### src/rtl/spi_master.sv
// Mode-0 SPI master: sends one {rw, addr, wdat} register frame MSB first and captures read data.
// Optional macro SPIM_CSGAP_EN adds a GAP state that holds chip select high for CSGAP cycles.
module spi_master #(
   parameter int ASZ   = 7,
   parameter int DSZ   = 32,
   parameter int DIV   = 4,
   parameter int CSGAP = 8
) (
   input  logic           clk,
   input  logic           reset,
   input  logic           start,
   input  logic           rw,
   input  logic [ASZ-1:0] addr,
   input  logic [DSZ-1:0] wdat,
   output logic           ready,
   output logic           done,
   output logic [DSZ-1:0] rdat,
   output logic           spiclk,
   output logic           spimosi,
   input  logic           spimiso,
   output logic           spicsl
);

   localparam int FL = 1 + ASZ + DSZ;
   localparam int HW = (DIV > 1) ? $clog2(DIV) : 1;
   localparam int BW = $clog2(FL);
   localparam logic [HW-1:0] HALF_LAST = HW'(DIV - 1);
   localparam logic [BW-1:0] BIT_LAST  = BW'(FL - 1);

`ifdef SPIM_CSGAP_EN
   localparam int GW = (CSGAP > 1) ? $clog2(CSGAP) : 1;
   localparam logic [GW-1:0] GAP_LAST = GW'(CSGAP - 1);
   typedef enum logic [2:0] {S_IDLE, S_LOW, S_HIGH, S_HOLD, S_GAP} state_t;
`else
   typedef enum logic [1:0] {S_IDLE, S_LOW, S_HIGH, S_HOLD} state_t;
`endif

   state_t          r_state, w_state;
   logic [HW-1:0]   r_half,  w_half;
   logic [BW-1:0]   r_bit,   w_bit;
   // The frame MSB (rw) goes straight to MOSI on accept, so only the remaining bits are held.
   logic [FL-2:0]   r_tx,    w_tx;
   logic [DSZ-1:0]  r_rx,    w_rx;
   logic            r_rw,    w_rw;
   logic            r_ready, w_ready;
   logic            r_done,  w_done;
   logic [DSZ-1:0]  r_rdat,  w_rdat;
   logic            r_sck,   w_sck;
   logic            r_mosi,  w_mosi;
   logic            r_csl,   w_csl;
`ifdef SPIM_CSGAP_EN
   logic [GW-1:0]   r_gap,   w_gap;
`endif

   logic            w_half_end;

   assign w_half_end = (r_half == HALF_LAST);

   always_ff @(posedge clk) begin
      // NOTE: state registers use non-blocking assignment so every flop samples pre-edge values.
      if (reset) begin
         r_state <= S_IDLE;
         r_half  <= '0;
         r_bit   <= '0;
         r_tx    <= '0;
         r_rx    <= '0;
         r_rw    <= 1'b0;
         r_ready <= 1'b1;
         r_done  <= 1'b0;
         r_rdat  <= '0;
         r_sck   <= 1'b0;
         r_mosi  <= 1'b0;
         r_csl   <= 1'b1;
`ifdef SPIM_CSGAP_EN
         r_gap   <= '0;
`endif
      end else begin
         r_state <= w_state;
         r_half  <= w_half;
         r_bit   <= w_bit;
         r_tx    <= w_tx;
         r_rx    <= w_rx;
         r_rw    <= w_rw;
         r_ready <= w_ready;
         r_done  <= w_done;
         r_rdat  <= w_rdat;
         r_sck   <= w_sck;
         r_mosi  <= w_mosi;
         r_csl   <= w_csl;
`ifdef SPIM_CSGAP_EN
         r_gap   <= w_gap;
`endif
      end
   end

   always_comb begin
      // NOTE: every target gets a default first, so no path through the case can infer a latch.
      w_state = r_state;
      w_half  = r_half;
      w_bit   = r_bit;
      w_tx    = r_tx;
      w_rx    = r_rx;
      w_rw    = r_rw;
      w_ready = r_ready;
      w_done  = 1'b0;
      w_rdat  = r_rdat;
      w_sck   = r_sck;
      w_mosi  = r_mosi;
      w_csl   = r_csl;
`ifdef SPIM_CSGAP_EN
      w_gap   = r_gap;
`endif

      case (r_state)
         S_IDLE: begin
            w_half = '0;
            if (r_ready && start) begin
               w_tx    = {addr, wdat};
               w_rw    = rw;
               w_mosi  = rw;
               w_ready = 1'b0;
               w_csl   = 1'b0;
               w_bit   = '0;
               w_state = S_LOW;
            end else begin
               w_ready = 1'b1;
            end
         end

         S_LOW: begin
            if (w_half_end) begin
               w_half  = '0;
               w_sck   = 1'b1;
               w_rx    = {r_rx[DSZ-2:0], spimiso};
               w_state = S_HIGH;
            end else begin
               w_half = r_half + HW'(1);
            end
         end

         S_HIGH: begin
            if (w_half_end) begin
               w_half = '0;
               w_sck  = 1'b0;
               if (r_bit == BIT_LAST) begin
                  w_state = S_HOLD;
               end else begin
                  w_mosi  = r_tx[FL-2];
                  w_tx    = {r_tx[FL-3:0], 1'b0};
                  w_bit   = r_bit + BW'(1);
                  w_state = S_LOW;
               end
            end else begin
               w_half = r_half + HW'(1);
            end
         end

         S_HOLD: begin
            if (w_half_end) begin
               w_half = '0;
               w_csl  = 1'b1;
               w_mosi = 1'b0;
               w_done = 1'b1;
               // Only the last DSZ sampled bits survive in the rx shift: the data phase.
               if (r_rw) begin
                  w_rdat = r_rx;
               end
`ifdef SPIM_CSGAP_EN
               w_gap   = '0;
               w_state = S_GAP;
`else
               w_state = S_IDLE;
`endif
            end else begin
               w_half = r_half + HW'(1);
            end
         end

`ifdef SPIM_CSGAP_EN
         S_GAP: begin
            if (r_gap == GAP_LAST) begin
               w_ready = 1'b1;
               w_state = S_IDLE;
            end else begin
               w_gap = r_gap + GW'(1);
            end
         end
`endif

         default: begin
            w_state = S_IDLE;
         end
      endcase
   end

   assign ready   = r_ready;
   assign done    = r_done;
   assign rdat    = r_rdat;
   assign spiclk  = r_sck;
   assign spimosi = r_mosi;
   assign spicsl  = r_csl;

endmodule

### config.mk
export PLATFORM = sky130hd
export DESIGN_NAME = spi_master
export DESIGN_NICKNAME = d
export VERILOG_FILES = /design/src/rtl/spi_master.sv
export SDC_FILE = /design/constraint.sdc
export NUM_CORES = 1
export LEC_CHECK = 0
export CAP_MARGIN = 20
export CORE_ASPECT_RATIO = 1.2
export CORE_MARGIN = 1.5
export CORE_UTILIZATION = 62
export DETAILED_ROUTE_END_ITERATION = 6
export DONT_BUFFER_PORTS = 1
export GPL_TIMING_DRIVEN = 0
export PLACE_DENSITY = 0.78
export SYNTH_ARGS = -nofsm -noshare
export SYNTH_HDL_FRONTEND = slang
export SYNTH_SLANG_ARGS = --single-unit
### constraint.sdc
create_clock -name clk -period 2.3 [get_ports clk]
set_input_delay 0.46 -clock clk [delete_from_list [all_inputs] [get_ports clk]]
set_output_delay 0.46 -clock clk [all_outputs]
set_load 0.02 [all_outputs]
After elaboration in Yosys (flattened, before gate mapping)
Index checks and enable logic that the tools add are counted.
- register bits: 119
- output and inout port bits: 37
- word-level logic and storage cells: 68
- input port bits: 44
- reduce and logical (&&, ||, !) cells: 16
- multiplexer cells: 27
- bitwise operators: 1
- eq/ne operators: 10
- add/subtract/negate cells: 2
- operators with widths (operator ; count):
    39-bit 2-to-1 mux ; 3
    39-bit case mux with 2 select lines ; 1
    6-bit 2-to-1 mux ; 3
    2-bit 2-to-1 mux ; 6
    6-bit case mux with 2 select lines ; 1
    2-bit != test (second input constant) ; 5
    3-bit AND reduction ; 3
    1-bit 2-to-1 mux ; 8
    2-bit case mux with 4 select lines ; 1
    4-bit AND reduction ; 2
    6-bit by 1-bit adder with 6-bit output (second input constant) ; 1
    2-bit equality test (second input constant) ; 3
    6-bit equality test (second input constant) ; 1
    2-bit nonzero test ; 3
    5-bit AND reduction ; 1
    1-bit case mux with 2 select lines ; 2
    2-bit case mux with 2 select lines ; 1
    2-bit AND reduction ; 2
    1-bit case mux with 3 select lines ; 1
    3-bit nonzero test ; 1
    3-bit OR reduction ; 1
    2-bit by 1-bit adder with 2-bit output (second input constant) ; 1
    2-bit by 1-bit equality test with 1-bit output (second input constant) ; 1
    2-bit logical NOT ; 1
    3 further kinds ; 3

Depth between registers and ports, before layout
Gate-level depths: netlist (run 1).
- depth after elaboration: 4
- mapped depth: 7
- depth with buffers taken out: 6

Worst setup path after synthesis (run 1)
Ideal clock, no wire load.
- kind: reg-to-reg
- from: register r_state[0]
- to: register r_tx[26]
- stages on the path, launching flop included: 8
- buffers on the path: 2
- arrival: 1.654 ns
- setup time: 0.134 ns
- period minus slack after synthesis: 1.789 ns
- setup slack: 0.511 ns
- required time: 2.166 ns
- cell sequence: dfxtp_1 -> inv_1 -> ha_1 -> nor2b_1 -> a211oi_4 -> buf_2 -> buf_2 -> a211oi_1
- longest elaborated chain between the ends: 3
- elaborated cells on any way between the ends: 8
- classes of those cells: eq/ne: 4; mux: 1; reduce/logical: 3
- RTL lines (what ; RTL line ; source):
    from (decl) ; 38 ; state_t r_state, w_state;
    from (signal assigned) ; 78 ; r_state <= w_state;
    2-bit equality test or 2-bit logical NOT (tied branches) ; 114 ; case (r_state)
    2-bit != test (no source line) or 2-bit nonzero test (tied branches) ; -- ;
    4-bit AND reduction (no source line) ; -- ;
    to (signal assigned) ; 81 ; r_tx <= w_tx;
    to (decl) ; 42 ; logic [FL-2:0] r_tx, w_tx;
Several ways; a longest one is shown, not always the timed one.
A chain may end at the register's enable or synchronous reset.

Worst setup path in the final report (run 1)
- from: register r_state[0]
- to: register r_tx[2]
Same word-level chain as after synthesis.

==> impl_results.md, run 1 <==
* Outcome: finished clean
* Simple-gate area share of the yosys netlist at 17.33%
* Final net count at 613
* Max_slew headroom at 53.80%
* Worst Path Required at 2710 ps
* Post-synthesis sequential area ratio at 50.99%
* Largest net degree at the start of global routing at 17
* Ys flop type: dfxtp_1
* Layout cells sized above 1 at 7.652%
* Leakage at 1.871 nW
* RSZ-0062 raised after global routing: no
* Count leader, synth: nand2_1
* CTS tree: built
* Synthesis-stage register bit count at 119
* Reg clk slew, reported paths at 60 ps
* Worst Max-Slew Pin Slew at 693.0 ps
* RD Place Congestion at 0.8657
* H-Tree Depth at 4
* Dpl hpwl at 6766 um
* Yosys top cell area share at 50.99%
* P_int at 4.884 mW
* XOR/XNOR share of the synthesized area at 0.1875%
* Clock Tree Root: clkbuf_8
* Crit-path cells: inv_1 -> ha_1 -> buf_2 -> buf_1 -> mux2i_1 -> a211oi_1
* Buf/Inv on CP at 3
* Final Core Density at 74.44%
* Worst Hold Class: in -> reg
* Sw power at 2.239 mW
* DRC at 0
* CP peak stage delay at 570 ps
* Slew Limit Fails at 0
* Critical path endpoint category: flop
* Detailed Route Iter0 Violations at 181
* DRT antenna net count at 0
* Area grow syn2layout at 15.91%
* Cell area after synthesis at 0.004672 mm^2
* Starting density of the core at 64.22%
* Critical path class: reg -> reg
* Max IR drop VDD at 950.6 uV
* Worst EP arrival at 2560 ps
* Fin crit share at 93.08%
* Dpl cell area at 0.004785 mm^2
* PortBufs at 0
* Final hold violation count at 0
* Final Cell Area at 0.005415 mm^2
* CP delay by family, top: buffers and inverters
* Die outline width at 82.25 um
* Max-cap violations at 0
* Syn Inst Count at 543
* Max stage delay cell, worst path: buf_1
* Top cells by count, synth: nand2_1, dfxtp_1, a21oi_1, nor2_1, mux2i_1
* # rows at 34
* Min Tclk post-route at 2141 ps
* Mux contribution to synthesized area at 8.784%
* Final hold slack at 74.70 ps
* CTS Buffer Depth at 2
* Post-Route Skew at 5.357 ps
* WL/cell at 14.89 um
* GRT Overall Usage at 26.24%
* Sink Count at 119
* Comb power frac at 22.5%
* Number of global-route vias before repair at 3,741
* Compound-gate portion of the synthesized area at 16.85%
* Die Ht at 98.09 um
* Die footprint at 0.008067 mm^2
* Grt ovf at 0
* PwrDens at 1315 mW/mm^2
* DR pass1 iterations at 4
* Routed WL at 9900 um
* Syn_area_per_cell at 8.604 um^2
* Syn Nets at 594
* Core outline area at 0.007274 mm^2
* Critical path fanouts, max at 10
* Num ports at 81
* Post-synthesis async set-or-reset flop share at 0%
* Synth Area in Adders at 1.875%
* Synth top area cells: dfxtp_1, nand2_1, mux2i_1
* Final setup vio count at 0
* Final setup TNS at 0 ps
* Yosys warns at 0
* Largest family of logic cells by synthesized area: simple AND/OR/NAND/NOR gates
* Via count at 3,770
* Routed vias/inst at 5.669
* First-pass GRT wire length at 16,360 um
* Distinct cells, synth at 38
* Post-CTS setup buffers at 0
* Worst skew pair latency at 520 ps
* Synth area leader: dfxtp_1
* Sequential Power Share at 38.3%
* CP startpoint kind: flop
* Fmax at 0.4671 GHz
* Diodes inserted at 0
* Post-synth EDFFs at 0
* CTS Buf Count at 17
* Initial antenna violation count at 0
* Switch share at 31.43%
* Clock Power Share at 39.2%
==> cell type report <==
type                            count  area (um^2)
Sequential cell                   119         2382
Inverter                            5        18.77
Buffer                             42        167.7
Fill cell                         533         1859
Tap cell                           90        112.6
Clock inverter                     15        212.7
Clock buffer                       17        414.1
Multi-Input combinational cell    377         2107
==> per-stage QoR <==
step	power [mW]	setup WS, ps	std cells
2_1_floorplan	3.980	511.5	543
3_3_place_gp	4.252	223.2	633
3_5_place_dp	4.339	164.4	633
4_1_cts	7.151	87.67	665
5_1_grt	7.469	17.11	665
6_report	7.123	159.1	665
==> path summary, 6_finish.rpt <==
kind	startpoint	end	slack, ps	depth (start not counted)
max	r_state[0]	r_tx[2]	160	6
min	spimiso	r_rx[0]	70	2
max reg2reg	r_state[0]	r_tx[2]	160	6
min reg2reg	r_half[0]	r_half[0]	440	1
==> cell usage in the layout (no fill, tap or decap), types with 2 or more instances in the layout <==
cell,count
nand2_1,134
dfxtp_1,119
a21oi_1,73
nor2_1,47
mux2i_1,41
a211oi_1,40
clkbuf_1,29
clkbuf_16,16
buf_2,8
ha_1,7
inv_6,7
nand3_1,6
buf_1,5
inv_1,4
bufinv_16,4
and3_1,3
a22oi_1,2
o21ai_1,2
clkinvlp_4,2
==> flip-flops by register name (all words and copies together), names as in the netlist, 2 cells and up <==
signal,count
r_half,2
r_bit,6
r_tx,39
rdat,32
r_state,2
r_rx,32
==> cell families (layout without fill, tap and decap cells) <==
group	count (synthesis)	in the layout
xor+xnor	1	1
buf+inv	47	79
compound gates	127	127
mux	41	41
fa+ha+maj	7	7
simple gates	201	201
flops	119	119
==> power by group through the flow <==
| stage | Sequential (mW) | Clock [mW] | Combinational (mW) |
|---|---|---|---|
| final | 2.73 | 2.79 | 1.60 |
| after global routing | 2.77 | 2.93 | 1.77 |
| after CTS | 2.72 | 2.82 | 1.61 |
| after detailed placement | 2.76 | 0 | 1.58 |
| after global placement | 2.74 | 0 | 1.52 |
| after floorplan | 2.69 | 0 | 1.29 |
==> layer usage <==
| layer | vias to the layer above | share of wire (%) | wire length [um] | track usage (%) |
|---|---|---|---|---|
| met4 | 0 | 1.5 | 153 | 10.69 |
| met1 | 1759 | 41 | 4010 | 28.26 |
| met2 | 96 | 52 | 5145 | 44.90 |
| li1 | 1899 | - | - | - |
| met3 | 16 | 6.0 | 590 | 10.00 |
| met5 | - | 0 | 0 | 0 |
==> timing repair <==
action | in CTS | in global routing
setup endpoints to repair | 0 | 10
resized for setup | 0 | 1
hold buffers | 0 | 0
Note: power is estimated with default switching activity, not from simulation.
==> inputs of run 2 (changes only) <==
==> config.mk (replaced) <==
export PLATFORM = sky130hd
export DESIGN_NAME = spi_master
export DESIGN_NICKNAME = d
export VERILOG_FILES = /design/src/rtl/spi_master.sv
export SDC_FILE = /design/constraint.sdc
export NUM_CORES = 1
export LEC_CHECK = 0
export CELL_PAD_IN_SITES_DETAIL_PLACEMENT = 1
export CELL_PAD_IN_SITES_GLOBAL_PLACEMENT = 1
export CORE_ASPECT_RATIO = 1.2
export CORE_MARGIN = 1.5
export CORE_UTILIZATION = 47
export DETAILED_ROUTE_END_ITERATION = 6
export DONT_BUFFER_PORTS = 1
export GPL_TIMING_DRIVEN = 0
export PLACE_DENSITY_LB_ADDON = 0.1
export SYNTH_ARGS = -nofsm -noshare
export SYNTH_HDL_FRONTEND = slang
export SYNTH_SLANG_ARGS = --single-unit
==> run 2 against run 1 <==
Worst hold slack improved by 120 ps. Fmax decreased by 0.88%. Global-route usage decreased by 2.5 points. Largest cell class unchanged. Highest routed layer unchanged.
==> impl_results.md, run 2 (synthesized netlist as in run 1, its figures left out) <==
* Most used cell, CP: buf_2
* Starting density of the core at 48.60% (-16 points)
* Hold-critical path depth at 2 (unchanged)
* Commonest non-fill, non-tap cells in the layout: nand2_1, dfxtp_1, a21oi_1
* WL/cell at 16.45 um (+11%)
* RSZ-0062 raised after global routing: yes
* CTS Buffer Depth at 2 (unchanged)
* Pre-CTS worst setup slack at 45.14 ps (-119.3 ps)
* Max reg flops at 39 (unchanged)
* Outcome: finished clean
* Dpl cell area at 0.004826 mm^2 (+0.86%)
* Grt ovf at 0 (unchanged)
* Worst Hold Class: in -> reg
* Sink Count at 119 (unchanged)
* Fin crit share at 93.91% (+0.83 points)
* Final Cell Area at 0.005394 mm^2 (-0.39%)
* # fillers at 1,148 (+120%)
* Routed WL at 11,450 um (+16%)
* Critical path fanouts, max at 10 (unchanged)
* Critical path class: reg -> reg
* Worst skew pair latency at 410 ps (-110 ps)
* Comb power frac at 23.8% (+1.3 points)
* Slew Limit Fails at 0 (unchanged)
* Sequential Power Share at 39.9% (+1.6 points)
* PwrDens at 1266 mW/mm^2 (-3.8%)
* Internal reg-to-reg setup slack at 140 ps (-20 ps)
* Post-Route Skew at 6.851 ps (+1.494 ps)
* H-Tree Depth at 4 (unchanged)
* Largest Register: r_tx
* Worst EP arrival at 2420 ps (-140 ps)
* DR pass1 iterations at 4 (unchanged)
* Area grow syn2layout at 15.45%
* Die outline width at 94.02 um (+14%)
* Switch share at 31.43% (about the same)
* Fmax at 0.4630 GHz (-0.88%)
* Max-cap violations at 0 (unchanged)
* Clock Tree Root: clkbuf_16
* P_int at 4.681 mW (-4.2%)
* First-pass GRT wire length at 19,570 um (+20%)
* Reg clk slew, reported paths at 50 ps (about the same)
* PortBufs at 0 (unchanged)
* Leading cell type in the layout, fill and taps excluded: nand2_1
* Via count at 3,847 (+2.0%)
* Min Tclk post-route at 2160 ps (+19.06 ps)
* Worst Max-Slew Pin Slew at 709.4 ps (+16.31 ps)
* Largest net degree at the start of global routing at 17 (unchanged)
* Die footprint at 0.01055 mm^2 (+31%)
* Core outline area at 0.009613 mm^2 (+32%)
* Layout cells sized above 1 at 7.853% (+0.20 points)
* Worst Path Required at 2560 ps (-150 ps)
* # rows at 39 (+15%)
* Initial antenna violation count at 0 (unchanged)
* Clock Power Share at 36.2% (-3.0 points)
* Hold-fix buffers, CTS at 0 (unchanged)
* RD Place Congestion at 0.7934 (-8.4%)
* Crit-path cells: inv_1 -> ha_1 -> a21boi_2 -> a211oi_4 -> buf_2 -> buf_2 -> a211oi_1
* DRT antenna net count at 0 (unchanged)
* Final net count at 613 (unchanged)
* CP peak stage delay at 400 ps (-170 ps)
* Sw power at 2.146 mW (-4.2%)
* CP startpoint kind: flop
* Leakage at 1.852 nW (-1.0%)
* Detailed Route Iter0 Violations at 99 (-45%)
* Max stage delay cell, worst path: dfxtp_1
* Max_slew headroom at 52.71% (-1.1 points)
* Routed vias/inst at 5.527 (-2.5%)
* Num ports at 81 (unchanged)
* Number of global-route vias before repair at 4,135 (+11%)
* CTS Buf Count at 17 (unchanged)
* Tot Pwr at 6.826 mW (-4.2%)
* Dpl hpwl at 8085 um (+20%)
* Max IR drop VDD at 839.5 uV (-12%)
* Final setup vio count at 0 (unchanged)
* Final hold violation count at 0 (unchanged)
* CTS tree: built
* Diodes inserted at 0 (unchanged)
* Worst R2R Path Depth at 7 (+1)
* Die Ht at 112.2 um (+14%)
* Setup WS post-layout at 140.0 ps (-19.06 ps)
* GRT Overall Usage at 23.73% (-2.5 points)
* Critical path endpoint category: flop
* DRC at 0 (unchanged)
run 2: area by class of cell:
type	count	area (um^2)	area share, %
flip-flops and latches	119	2382	44.17
clock inverters	8	73.82	1.369
plain buffers	42	171.4	3.178
inverters	5	18.77	0.3479
clock buffers	22	484.2	8.977
multi-input cells	377	2110	39.11
well taps	123	153.9	2.853
run 2: power by group through the flow:
stage / clock network [mW] / registers [mW] / logic [mW]
CTS: 2.51 / 2.73 / 1.65
finish: 2.47 / 2.73 / 1.63
global route: 2.61 / 2.78 / 1.85
floorplan: 0 / 2.69 / 1.29
global placement: 0 / 2.74 / 1.55
detailed placement: 0 / 2.77 / 1.63
run 2: per-stage QoR:
step	utilization, %	hold slack, ps	TNS, ps	cells
after CTS	56.05	187.8	0	696
final	56.11	197.6	0	696
after detailed placement	50.20	428.7	0	666
after global placement	50.20	418.4	0	666
after global routing	56.11	192.4	-37.17	696
after floorplan	-	408.0	0	543
run 2: per-layer routing:
metal / GRT usage (%) / up-vias / part of all wire [%]
met3: 6.843 / 17 / 5.0
met1: 25.25 / 1860 / 39
li1: - / 1898 / -
met2: 43.33 / 72 / 54
met5: 0 / - / 0
met4: 9.453 / 0 / 1.7
run 2: repair_timing:
action | CTS | global route
resized for setup | 1 | 5
endpoints found under the setup margin | 1 | 16
setup buffers | 0 | 0
run 2: path summary, 6_finish.rpt:
kind | end | startpoint
worst min register to register | r_half[0] | r_half[0]
worst min-delay path | r_rx[0] | spimiso
worst max register to register | r_tx[32] | r_state[0]
worst max-delay path | r_tx[32] | r_state[0]
run 2: critical path: cells and delay by family (launching register included):
| kind | cells | cell delay [ps] |
|---|---|---|
| flip-flops | 1 | 400 |
| adder cells (fa/ha/maj) | 1 | 260 |
| buffers and inverters | 3 | 660 |
| AO/OA/AOI/OAI | 3 | 690 |
